===== config.mk =====
export PLATFORM = sky130hd
export DESIGN_NAME = lsu_ctrl_flat
export DESIGN_NICKNAME = d
export VERILOG_FILES = /design/src/rtl/lsu_ctrl_if.sv /design/src/rtl/lsu_ctrl.sv /design/src/flat_wrapper.sv
export SDC_FILE = /design/constraint.sdc
export NUM_CORES = 1
export LEC_CHECK = 0
export BUFFER_PORTS_ARGS = -buffer_cell sky130_fd_sc_hd__buf_2
export CAP_MARGIN = 20
export CORE_ASPECT_RATIO = 0.9
export CORE_MARGIN = 2
export CORE_UTILIZATION = 55
export CTS_CLUSTER_SIZE = 40
export DETAILED_ROUTE_END_ITERATION = 10
export MAX_ROUTING_LAYER = met4
export PLACE_DENSITY_LB_ADDON = 0.12
export SETUP_SLACK_MARGIN = 0.05
export SLEW_MARGIN = 25
export SYNTH_ARGS = -nofsm -noshare
export SYNTH_HDL_FRONTEND = slang
export SYNTH_SLANG_ARGS = --single-unit

===== constraint.sdc =====
create_clock -name clk -period 2.9 [get_ports clk]
set_input_delay 0.435 -clock clk [delete_from_list [all_inputs] [get_ports clk]]
set_output_delay 0.435 -clock clk [all_outputs]
set_load 0.02 [all_outputs]

===== src/rtl/lsu_ctrl_if.sv =====
// ---------------------------------------------------------------------------
// lsu_ctrl_if
//
// Signal bundle for the load/store unit controller. It carries three groups:
//   req_*   : access request from the execute stage (valid/ready handshake)
//   mem_*   : single-outstanding request/acknowledge data-memory port
//   wb_*    : load result towards the register-file write path
//   fault*  : fault pulse and the address that caused it
//
// Modports:
//   master : the controller's view. It masters the memory port, answers the
//            execute stage and drives the write-back and fault outputs.
//   slave  : the environment's view (execute stage + data memory + register
//            file). It is the exact mirror of master.
// ---------------------------------------------------------------------------
interface lsu_ctrl_if;

    // Execute-stage request
    logic        req_valid;
    logic        req_ready;
    logic        req_we;
    logic [2:0]  req_funct3;
    logic [31:0] req_addr;
    logic [31:0] req_wdata;
    logic [4:0]  req_rd;

    // Data-memory port
    logic        mem_req;
    logic        mem_we;
    logic [31:0] mem_addr;
    logic [3:0]  mem_be;
    logic [31:0] mem_wdata;
    logic        mem_ack;
    logic [31:0] mem_rdata;

    // Write-back and fault reporting
    logic        wb_valid;
    logic [4:0]  wb_rd;
    logic [31:0] wb_data;
    logic        fault;
    logic [31:0] fault_addr;

    modport master (
        input  req_valid, req_we, req_funct3, req_addr, req_wdata, req_rd,
        input  mem_ack, mem_rdata,
        output req_ready,
        output mem_req, mem_we, mem_addr, mem_be, mem_wdata,
        output wb_valid, wb_rd, wb_data,
        output fault, fault_addr
    );

    modport slave (
        output req_valid, req_we, req_funct3, req_addr, req_wdata, req_rd,
        output mem_ack, mem_rdata,
        input  req_ready,
        input  mem_req, mem_we, mem_addr, mem_be, mem_wdata,
        input  wb_valid, wb_rd, wb_data,
        input  fault, fault_addr
    );

endinterface : lsu_ctrl_if


===== src/rtl/lsu_ctrl.sv =====
// ---------------------------------------------------------------------------
// lsu_ctrl
//
// Load/store unit controller for the RV32I core. Accepts one load or store
// at a time from the execute stage, issues it on a single-outstanding
// request/acknowledge data-memory port with byte-lane steering, extends the
// returned load data and hands it to the register-file write path. Illegal
// funct3 codes and memory timeouts raise a one-cycle fault pulse.
//
// Parameters:
//   TIMEOUT_W : width of the wait-cycle counter. An access is abandoned
//               after 2**TIMEOUT_W cycles of mem_req without mem_ack.
//
// Ports:
//   clk   : core clock, rising edge
//   rst_n : asynchronous active-low reset
//   lsu   : lsu_ctrl_if.master (request, memory, write-back, fault groups)
//
// Optional feature:
//   MISALIGN_TRAP_EN : when defined, LH/LHU/SH with addr[0]=1 and LW/SW with
//                      addr[1:0]!=0 fault instead of being issued. When not
//                      defined, such accesses are silently aligned (halfword
//                      uses addr[1] only, word ignores addr[1:0]).
// ---------------------------------------------------------------------------
module lsu_ctrl #(
    parameter int TIMEOUT_W = 8
) (
    input  logic       clk,
    input  logic       rst_n,
    lsu_ctrl_if.master lsu
);

    typedef enum logic [1:0] {
        IDLE,
        ACCESS,
        RESP
    } state_t;

    // funct3 encodings; bits [1:0] give the access size, bit 2 = unsigned load
    localparam logic [2:0] F3_B  = 3'b000;
    localparam logic [2:0] F3_H  = 3'b001;
    localparam logic [2:0] F3_W  = 3'b010;
    localparam logic [2:0] F3_BU = 3'b100;
    localparam logic [2:0] F3_HU = 3'b101;

    localparam logic [1:0] SZ_B = 2'b00;
    localparam logic [1:0] SZ_H = 2'b01;

    state_t                 state;
    logic [TIMEOUT_W-1:0]   wait_cnt;

    // Access context captured at accept time
    logic                   we_q;
    logic [2:0]             funct3_q;
    logic [31:0]            addr_q;
    logic [4:0]             rd_q;

    // Registered outputs
    logic                   mem_req_q;
    logic [3:0]             mem_be_q;
    logic [31:0]            mem_wdata_q;
    logic                   wb_valid_q;
    logic [4:0]             wb_rd_q;
    logic [31:0]            wb_data_q;
    logic                   fault_q;
    logic [31:0]            fault_addr_q;

    // Request decode (combinational, from the live request inputs)
    logic [1:0]             req_off;
    logic                   req_legal;
    logic                   req_misalign;
    logic [3:0]             req_be;
    logic [31:0]            req_wdata;

    // Load extraction (combinational, from the latched context)
    logic [1:0]             off_q;
    logic [7:0]             ld_byte;
    logic [15:0]            ld_half;
    logic [31:0]            ld_ext;

    assign req_off = lsu.req_addr[1:0];
    assign off_q   = addr_q[1:0];

    // -----------------------------------------------------------------------
    // Request decode: legality, optional misalignment and store lane steering
    // -----------------------------------------------------------------------
    always_comb begin
        // NOTE: every signal written here gets a default first, so no path
        // through the case statements leaves it unassigned and no latch forms.
        req_legal    = 1'b0;
        req_misalign = 1'b0;
        req_be       = 4'b0000;
        req_wdata    = 32'd0;

        case (lsu.req_funct3)
            F3_B, F3_H, F3_W: req_legal = 1'b1;
            F3_BU, F3_HU:     req_legal = !lsu.req_we;   // unsigned forms are load-only
            default:          req_legal = 1'b0;
        endcase

`ifdef MISALIGN_TRAP_EN
        case (lsu.req_funct3[1:0])
            SZ_H:    req_misalign = req_off[0];
            SZ_B:    req_misalign = 1'b0;
            default: req_misalign = (req_off != 2'b00);
        endcase
`endif

        // Loads read the whole word, so enables and write data stay zero.
        if (lsu.req_we) begin
            case (lsu.req_funct3[1:0])
                SZ_B: begin
                    req_be    = 4'b0001 << req_off;
                    req_wdata = {4{lsu.req_wdata[7:0]}};
                end
                SZ_H: begin
                    // Only off[1] selects the half; off[0] is either trapped
                    // or dropped, which silently aligns the access.
                    req_be    = 4'b0011 << {req_off[1], 1'b0};
                    req_wdata = {2{lsu.req_wdata[15:0]}};
                end
                default: begin
                    req_be    = 4'b1111;
                    req_wdata = lsu.req_wdata;
                end
            endcase
        end
    end

    // -----------------------------------------------------------------------
    // Load extraction and sign/zero extension
    // -----------------------------------------------------------------------
    always_comb begin
        ld_byte = lsu.mem_rdata[{off_q, 3'b000} +: 8];
        ld_half = lsu.mem_rdata[{off_q[1], 4'b0000} +: 16];
        case (funct3_q)
            F3_B:    ld_ext = {{24{ld_byte[7]}}, ld_byte};
            F3_BU:   ld_ext = {24'd0, ld_byte};
            F3_H:    ld_ext = {{16{ld_half[15]}}, ld_half};
            F3_HU:   ld_ext = {16'd0, ld_half};
            default: ld_ext = lsu.mem_rdata;
        endcase
    end

    // -----------------------------------------------------------------------
    // Control FSM with registered outputs
    // -----------------------------------------------------------------------
    always_ff @(posedge clk or negedge rst_n) begin
        if (!rst_n) begin
            // Asynchronous clear also drops mem_req immediately, abandoning
            // any access in flight without a write-back or fault.
            state        <= IDLE;
            wait_cnt     <= '0;
            we_q         <= 1'b0;
            funct3_q     <= 3'd0;
            addr_q       <= 32'd0;
            rd_q         <= 5'd0;
            mem_req_q    <= 1'b0;
            mem_be_q     <= 4'd0;
            mem_wdata_q  <= 32'd0;
            wb_valid_q   <= 1'b0;
            wb_rd_q      <= 5'd0;
            wb_data_q    <= 32'd0;
            fault_q      <= 1'b0;
            fault_addr_q <= 32'd0;
        end else begin
            // NOTE: non-blocking assignments throughout, so every register
            // here updates from values sampled before the clock edge.
            // Pulse outputs default low and are raised for a single cycle.
            wb_valid_q <= 1'b0;
            fault_q    <= 1'b0;

            case (state)
                IDLE: begin
                    if (lsu.req_valid) begin
                        if (!req_legal || req_misalign) begin
                            // Rejected at accept: report and stay in IDLE.
                            fault_q      <= 1'b1;
                            fault_addr_q <= lsu.req_addr;
                        end else begin
                            we_q        <= lsu.req_we;
                            funct3_q    <= lsu.req_funct3;
                            addr_q      <= lsu.req_addr;
                            rd_q        <= lsu.req_rd;
                            mem_req_q   <= 1'b1;
                            mem_be_q    <= req_be;
                            mem_wdata_q <= req_wdata;
                            wait_cnt    <= '0;
                            state       <= ACCESS;
                        end
                    end
                end

                ACCESS: begin
                    // An ack in the last permitted cycle still completes the
                    // access, so it is tested before the timeout.
                    if (lsu.mem_ack) begin
                        mem_req_q <= 1'b0;
                        if (we_q) begin
                            state <= IDLE;
                        end else begin
                            wb_data_q  <= ld_ext;
                            wb_rd_q    <= rd_q;
                            wb_valid_q <= (rd_q != 5'd0);  // x0 is never written
                            state      <= RESP;
                        end
                    end else if (wait_cnt == '1) begin
                        mem_req_q    <= 1'b0;
                        fault_q      <= 1'b1;
                        fault_addr_q <= addr_q;
                        state        <= IDLE;
                    end else begin
                        wait_cnt <= wait_cnt + 1'b1;
                    end
                end

                RESP: begin
                    // wb_valid is high during this one cycle.
                    state <= IDLE;
                end

                default: begin
                    state <= IDLE;
                end
            endcase
        end
    end

    // -----------------------------------------------------------------------
    // Output wiring
    // -----------------------------------------------------------------------
    assign lsu.req_ready  = (state == IDLE);
    assign lsu.mem_req    = mem_req_q;
    assign lsu.mem_we     = we_q;
    assign lsu.mem_addr   = {addr_q[31:2], 2'b00};
    assign lsu.mem_be     = mem_be_q;
    assign lsu.mem_wdata  = mem_wdata_q;
    assign lsu.wb_valid   = wb_valid_q;
    assign lsu.wb_rd      = wb_rd_q;
    assign lsu.wb_data    = wb_data_q;
    assign lsu.fault      = fault_q;
    assign lsu.fault_addr = fault_addr_q;

endmodule : lsu_ctrl


===== src/flat_wrapper.sv =====
// flat-port wrapper written by rule: the top's interface ports become plain ports
module lsu_ctrl_flat 
#(
    parameter int TIMEOUT_W = 8
)
  (clk, rst_n, lsu_req_valid, lsu_req_we, lsu_req_funct3, lsu_req_addr, lsu_req_wdata, lsu_req_rd, lsu_mem_ack, lsu_mem_rdata, lsu_req_ready, lsu_mem_req, lsu_mem_we, lsu_mem_addr, lsu_mem_be, lsu_mem_wdata, lsu_wb_valid, lsu_wb_rd, lsu_wb_data, lsu_fault, lsu_fault_addr);
  lsu_ctrl_if lsu_i ();
  input  logic clk;
  input  logic rst_n;
  input wire logic [$bits(lsu_i.req_valid)-1:0] lsu_req_valid;
  input wire logic [$bits(lsu_i.req_we)-1:0] lsu_req_we;
  input wire logic [$bits(lsu_i.req_funct3)-1:0] lsu_req_funct3;
  input wire logic [$bits(lsu_i.req_addr)-1:0] lsu_req_addr;
  input wire logic [$bits(lsu_i.req_wdata)-1:0] lsu_req_wdata;
  input wire logic [$bits(lsu_i.req_rd)-1:0] lsu_req_rd;
  input wire logic [$bits(lsu_i.mem_ack)-1:0] lsu_mem_ack;
  input wire logic [$bits(lsu_i.mem_rdata)-1:0] lsu_mem_rdata;
  output wire logic [$bits(lsu_i.req_ready)-1:0] lsu_req_ready;
  output wire logic [$bits(lsu_i.mem_req)-1:0] lsu_mem_req;
  output wire logic [$bits(lsu_i.mem_we)-1:0] lsu_mem_we;
  output wire logic [$bits(lsu_i.mem_addr)-1:0] lsu_mem_addr;
  output wire logic [$bits(lsu_i.mem_be)-1:0] lsu_mem_be;
  output wire logic [$bits(lsu_i.mem_wdata)-1:0] lsu_mem_wdata;
  output wire logic [$bits(lsu_i.wb_valid)-1:0] lsu_wb_valid;
  output wire logic [$bits(lsu_i.wb_rd)-1:0] lsu_wb_rd;
  output wire logic [$bits(lsu_i.wb_data)-1:0] lsu_wb_data;
  output wire logic [$bits(lsu_i.fault)-1:0] lsu_fault;
  output wire logic [$bits(lsu_i.fault_addr)-1:0] lsu_fault_addr;
  assign lsu_i.req_valid = lsu_req_valid;
  assign lsu_i.req_we = lsu_req_we;
  assign lsu_i.req_funct3 = lsu_req_funct3;
  assign lsu_i.req_addr = lsu_req_addr;
  assign lsu_i.req_wdata = lsu_req_wdata;
  assign lsu_i.req_rd = lsu_req_rd;
  assign lsu_i.mem_ack = lsu_mem_ack;
  assign lsu_i.mem_rdata = lsu_mem_rdata;
  assign lsu_req_ready = lsu_i.req_ready;
  assign lsu_mem_req = lsu_i.mem_req;
  assign lsu_mem_we = lsu_i.mem_we;
  assign lsu_mem_addr = lsu_i.mem_addr;
  assign lsu_mem_be = lsu_i.mem_be;
  assign lsu_mem_wdata = lsu_i.mem_wdata;
  assign lsu_wb_valid = lsu_i.wb_valid;
  assign lsu_wb_rd = lsu_i.wb_rd;
  assign lsu_wb_data = lsu_i.wb_data;
  assign lsu_fault = lsu_i.fault;
  assign lsu_fault_addr = lsu_i.fault_addr;
  lsu_ctrl #(.TIMEOUT_W(TIMEOUT_W)) u_core (.clk(clk), .rst_n(rst_n), .lsu(lsu_i));
endmodule

==> flow_metrics.env, run 1 <==
export IMPL_synth_cell_types=47
export IMPL_crit_path_start_kind="register"
export IMPL_final_hold_viol_count=0
export IMPL_synth_warnings=0
export IMPL_initial_core_util_pct=56.09
export IMPL_hpwlAfterDp_mm=13.52
export IMPL_r2r_cells=3
export IMPL_die_w_um=130.0
export IMPL_setup_viol=0
export IMPL_fillCellCount=1190
export IMPL_io_pins=251
export IMPL_first_pass_iters=5
export IMPL_fin_skew_ns=0.008752
export IMPL_yosys_register_bits=159
export IMPL_place_inst=1168
export IMPL_wl_mm=19.54
export IMPL_ctsResizeCount=0
export IMPL_die_y_um=117.4
export IMPL_cp_max_fo=21
export IMPL_diodes=0
export IMPL_vias=6384
export IMPL_drive_gt1_share_pct=37.71
export IMPL_ys_async_sr_fraction_pct=100.0
export IMPL_syn_cell_area_um2=7855
export IMPL_avgSynthCellArea_um2=9.905
export IMPL_r2r_start="u_core.addr_q[1]"
export IMPL_cts_hold_buf=0
export IMPL_grt_usage_pct=26.78
export IMPL_cp_arrival_ns=2.52
export IMPL_cts_root_buf="clkbuf_16"
export IMPL_max_freq_mhz=442.7
export IMPL_min_path_type="in -> async"
export IMPL_maxCapViolCount=0
export IMPL_nets=1104
export IMPL_grt_max_degree=82
export IMPL_synth_top_family_by_area="simple AND/OR/NAND/NOR gates"
export IMPL_insertion_delay_ns=0.42
export IMPL_synth_flop_cell="dfrtp_1"
export IMPL_antenna_left=0
export IMPL_cts_tree="built"
export IMPL_synthMuxAreaShare_pct=15.43
export IMPL_r2r_end="u_core.lsu.wb_data[12]"
export IMPL_fin_crit_ns=2.259
export IMPL_path_clk_slew_ns=0.06
export IMPL_wire_per_inst_um=16.31
export IMPL_final_util_pct=68.83
export IMPL_finalNonFillerCells=1198
export IMPL_worstSetupPathType="reg -> reg"
export IMPL_critPathRequiredTime_ns=3.16
export IMPL_grt_setup_unrepaired="false"
export IMPL_synth_edff_count=0
export IMPL_yosys_area_share_xor_xnor_pct=0
export IMPL_setup_tns_final_ns=0
export IMPL_crit_slowest_cell="dfrtp_1"
export IMPL_grt_pass1_wl_mm=31.51
export IMPL_fin_crit_sh_pct=77.90
export IMPL_synth_simple_area_share_pct=18.78
export IMPL_reg2reg_slack_ns=0.64
export IMPL_cts_htree_levels=4
export IMPL_post_drt_via_cell_ratio=5.329
export IMPL_synth_fa_ha_area_share_pct=0.1593
export IMPL_drc=0
export IMPL_portBuffers=248
export IMPL_gp_congestion=0.8444
export IMPL_num_rows=41
export IMPL_crit_path_end_kind="register"
export IMPL_clk_path_buf_depth=2
export IMPL_ys_seq_area_share_pct=50.65
export IMPL_postCtsSetupRepairBufs=0
export IMPL_crit_start="u_core.addr_q[1]"
export IMPL_max_slew_worst_pin_slew_ns=0.7686
export IMPL_report_final_slew_viol_count=0
export IMPL_max_stage_delay_ns=0.84
export IMPL_dieArea_um2=15260
export IMPL_drt_iter0_drc=448
export IMPL_grt_ovfl_total=0
export IMPL_area_growth_pct=22.71
export IMPL_cp_cell_sequence="mux4_2 > a211oi_2 > a21oi_1"
export IMPL_clock_sinks=159
export IMPL_synthCells=793
export IMPL_core_area_um2=14000
export IMPL_numCtsBuffers=17
export IMPL_p_leak_nw=4.964
export IMPL_grt_pass1_vias=6166
export IMPL_ir_worst_vdd_v=0.0005477
export IMPL_outcome="finished clean"
export IMPL_slew_headroom_pct=48.76
export IMPL_power_density_nw_per_um2=953.3
export IMPL_synth_compound_area_share_pct=8.108
export IMPL_antenna_found_initial=0
-- cell usage after synthesis, drive strengths merged, types with 2 or more instances --
cell type / n / share of area [%]
clkbuf: 28 / 1.3
a21o: 2 / 0.19
nand3: 51 / 3.2
a211oi: 5 / 0.54
a21oi: 15 / 0.96
nand3b: 8 / 0.76
mux2i: 27 / 3.4
mux2: 72 / 12
nor2: 16 / 0.76
a31oi: 6 / 0.48
o22ai: 2 / 0.16
nor3: 9 / 0.64
or4: 2 / 0.19
a31o: 2 / 0.22
o31ai: 16 / 1.5
inv: 3 / 0.14
o21ai: 46 / 2.9
nor3b: 4 / 0.38
nand2: 229 / 11
nor2b: 4 / 0.32
dfrtp: 159 / 51
buf: 57 / 5.2
nand2b: 5 / 0.40
o221a: 4 / 0.57
or3: 2 / 0.16
and3b: 4 / 0.45
clkinv: 2 / 0.096
-- flip-flops by register name (all words and copies together) (netlist names) --
name,flops
u_core.lsu.fault_addr,32
u_core.lsu.mem_wdata,32
u_core.lsu.mem_req,1
u_core.rd_q,5
u_core.funct3_q,3
u_core.lsu.wb_valid,1
u_core.state,2
u_core.lsu.mem_be,4
u_core.lsu.wb_rd,5
u_core.lsu.fault,1
u_core.addr_q,32
u_core.wait_cnt,8
u_core.lsu.mem_we,1
u_core.lsu.wb_data,32
-- worst max path at each step --
stage                                      to  cells after the start
floorplan           u_core.lsu.fault_addr[10]                      6
global placement    u_core.lsu.fault_addr[24]                      6
detailed placement     u_core.lsu.wb_data[12]                      3
CTS                    u_core.lsu.wb_data[12]                      3
global route           u_core.lsu.wb_data[12]                      3
finish                 u_core.lsu.wb_data[12]                      3
-- report_power, final --
part	internal, W	switching [W]
Combinational	0.00136	0.00204
Sequential	0.00300	0.000530
Clock	0.00141	0.000842
Total	0.00577	0.00341
-- per-layer routing --
metal / vias to the layer above / part of all wire [%] / global-route usage [%]
met1: 3078 / 44 / 35.36
li1: 3061 / - / -
met3: 17 / 6.5 / 5.657
met2: 228 / 48 / 42.21
met4: 0 / 1.1 / 7.325
met5: - / 0 / -
-- final cells by class --
type,instances,area [um^2],share of cell area (%)
clock buffers,23,478.0,4.958
clock inverters,7,110.1,1.142
inverters,5,18.77,0.1947
multi-input cells,545,3367,34.93
flip-flops and latches,159,3979,41.28
well taps,193,241.5,2.505
repair buffers,266,1445,14.99
-- critical path: cells and delay by family (launching register included) --
family | cells | cell delay (ns)
DFF | 1 | 0.84
muxes | 1 | 0.60
AOI/OAI and AO/OA | 2 | 0.67
-- cell families (layout without fill, tap and decap cells) --
logic type,after synthesis,in the layout
buf+inv,90,301
compound gates,103,103
other cells,1,2
fa+ha+maj,1,1
simple gates,339,339
flops,159,159
mux,100,100
-- cells in the final DEF, fill, tap and decap left out, types with 2 or more instances in the layout --
cell type    n
nor3b_1      4
mux2_2      43
nor3_1       8
or4_1        2
buf_12       5
clkbuf_16   17
and3b_1      4
a21oi_1     15
clkinv_1     2
nor2b_1      3
clkinv_2     4
nand2_1    229
buf_4       13
a31oi_1      6
a31o_2       2
nand2b_1     5
o221a_2      4
a211oi_1     4
mux2_4      29
buf_2      247
conb_1       2
or3_1        2
bufinv_16    3
clkbuf_8     3
nand3b_1     8
nor2_1      16
o21ai_0     46
inv_1        3
nand3_1     50
clkbuf_1     3
mux2i_1     27
o31ai_1     16
o22ai_1      2
dfrtp_1    159
-- stage by stage --
step                hold WS (ns)  worst slack (ns)  power [W]  cell area, um^2
finish                   0.06748            0.6410   0.009189             9639
detailed placement        0.4568            0.6621   0.006971             9051
global placement          0.4553            0.6917   0.006912             9051
CTS                      0.09008            0.6440   0.009259             9639
global route              0.1319            0.5179   0.009714             9639
floorplan                 0.1394             1.117   0.005919             7859
Power figures use the tool's default switching activity.
==> run 2: changes to the inputs <==
--- a/config.mk
+++ b/config.mk
@@ -9,7 +9,7 @@
 export CAP_MARGIN = 20
 export CORE_ASPECT_RATIO = 0.9
 export CORE_MARGIN = 2
-export CORE_UTILIZATION = 55
+export CORE_UTILIZATION = 51
 export CTS_CLUSTER_SIZE = 40
 export DETAILED_ROUTE_END_ITERATION = 10
 export MAX_ROUTING_LAYER = met4
==> constraint.sdc (replaced) <==
create_clock -name clk -period 2.1 [get_ports clk]
set_input_delay 0.315 -clock clk [delete_from_list [all_inputs] [get_ports clk]]
set_output_delay 0.315 -clock clk [all_outputs]
set_load 0.02 [all_outputs]
==> flow_metrics.env, run 2 (synthesis gave the netlist of run 1 again) <==
export IMPL_outcome="finished clean"
export IMPL_whs_path_depth=3
export IMPL_wl_mm=19.22
export IMPL_slew_headroom_pct=62.24
export IMPL_numCtsBuffers=17
export IMPL_maxCapViolCount=0
export IMPL_vias=6347
export IMPL_r2r_end="u_core.lsu.fault_addr[29]"
export IMPL_path_clk_slew_ns=0.06
export IMPL_grt_setup_unrepaired="false"
export IMPL_cts_htree_levels=4
export IMPL_final_util_pct=63.79
export IMPL_io_pins=251
export IMPL_dieArea_um2=16410
export IMPL_hold_end="u_core.rd_q[4]"
export IMPL_fin_crit_sh_pct=94.89
export IMPL_grt_ovfl_total=0
export IMPL_grt_pass1_wl_mm=30.39
export IMPL_portBuffers=248
export IMPL_max_freq_mhz=501.8
export IMPL_cts_hold_buf=1
export IMPL_ctsResizeCount=0
export IMPL_grt_max_degree=79
export IMPL_wire_per_inst_um=15.76
export IMPL_crit_path_start_kind="register"
export IMPL_antenna_left=0
export IMPL_worstSetupPathType="reg -> reg"
export IMPL_diodes=0
export IMPL_die_y_um=121.7
export IMPL_r2r_start="u_core.state[1]"
export IMPL_fin_skew_ns=0.01003
export IMPL_p_leak_nw=4.982
export IMPL_max_slew_worst_pin_slew_ns=0.5654
export IMPL_nets=1115
export IMPL_placed_area_um2=9163
export IMPL_area_growth_pct=23.65
export IMPL_antenna_found_initial=0
export IMPL_gp_congestion=0.8567
export IMPL_postCtsSetupRepairBufs=0
export IMPL_clock_sinks=159
export IMPL_power_density_nw_per_um2=1277
export IMPL_crit_path_end_kind="register"
export IMPL_setup_tns_final_ns=0
export IMPL_clk_path_buf_depth=2
export IMPL_cp_max_fo=25
export IMPL_drt_iter0_drc=320
export IMPL_setup_viol=0
export IMPL_die_w_um=134.8
export IMPL_fin_crit_ns=1.993
export IMPL_grt_usage_pct=24.46
export IMPL_fin_area_um2=9713
export IMPL_hpwlAfterDp_mm=13.72
export IMPL_ir_worst_vdd_v=0.0007287
export IMPL_core_area_um2=15230
export IMPL_insertion_delay_ns=0.42
export IMPL_cts_tree="built"
export IMPL_finalPower_w=0.01240
export IMPL_r2r_cells=5
export IMPL_report_final_slew_viol_count=0
export IMPL_num_rows=43
export IMPL_layout_cells_most_common_list="buf_2 (247), nand2_1 (229), dfrtp_1 (159), nand3_1 (50), o21ai_0 (46)"
export IMPL_post_drt_via_cell_ratio=5.202
export IMPL_cp_arrival_ns=2.30
export IMPL_initial_core_util_pct=51.59
export IMPL_worstHoldStart="lsu_req_rd[4]"
export IMPL_first_pass_iters=5
export IMPL_final_hold_viol_count=0
export IMPL_cts_root_buf="clkbuf_16"
export IMPL_grt_pass1_vias=5976
export IMPL_drive_gt1_share_pct=38.70
export IMPL_drc=0
export IMPL_critPathRequiredTime_ns=2.40
export IMPL_place_inst=1187
export IMPL_final_common_cell="buf_2"
export IMPL_min_path_type="in -> reg"
export IMPL_finalNonFillerCells=1220
export IMPL_reg2reg_slack_ns=0.11
## run 2: changes by cell type in the layout (fill, tap and decap cells not counted), sizes merged
cell / previous run / this run
buf: 266 / 276
clkbuf: 23 / 17
clkinvlp: 0 / 6
bufinv: 3 / 0
clkinv: 6 / 9
inv: 3 / 5
dlygate4sd3: 0 / 1
## run 2: layout make-up
| class | count | area, um^2 |
|---|---|---|
| Timing Repair Buffer | 277 | 1555 |
| Tap cell | 202 | 252.7 |
| Fill cell | 1308 | 5513 |
| Clock inverter | 15 | 115.1 |
| Multi-Input combinational cell | 545 | 3367 |
| Clock buffer | 17 | 425.4 |
| Sequential cell | 159 | 3979 |
| Inverter | 5 | 18.77 |
## run 2: per-layer routing
layer  vias to the layer above  track usage (%)  routed length (um)
met1                      3056            34.00                9070
met2                       178            36.20                8818
met5                         -                -                   0
met4                         0            6.974                 240
met3                        20            5.618                1093
li1                       3093                -                   -
## run 2: critical path: stages (launching register included)
cell	delay (ns)
dfrtp_1	0.45
or3b_4	0.46
nor3_2	0.18
a21o_2	0.20
buf_12	0.24
mux2_4	0.32
## run 2: power by group
part,switching [W],internal (W),total [W]
Sequential,0.000702,0.00415,0.00485
Clock,0.00129,0.00152,0.00281
Combinational,0.00282,0.00193,0.00475
Total,0.00481,0.00759,0.0124
## run 2: worst max-delay path by stage
stage,from,to,slack (ns)
floorplan,u_core.state[1],u_core.lsu.fault_addr[10],0.32
global placement,u_core.state[1],u_core.lsu.fault_addr[27],0.18
detailed placement,u_core.state[1],u_core.lsu.fault_addr[22],0.13
CTS,u_core.state[1],u_core.lsu.fault_addr[29],0.12
global route,u_core.state[1],u_core.lsu.fault_addr[29],0.05
finish,u_core.state[1],u_core.lsu.fault_addr[29],0.11
## run 2: through the flow
step	hold WS [ns]	setup WS (ns)
after floorplan	0.01941	0.3167
after global placement	0.3279	0.1762
after detailed placement	0.3259	0.1284
after CTS	0.06548	0.1188
after global routing	0.07676	0.05418
final	0.08634	0.1073
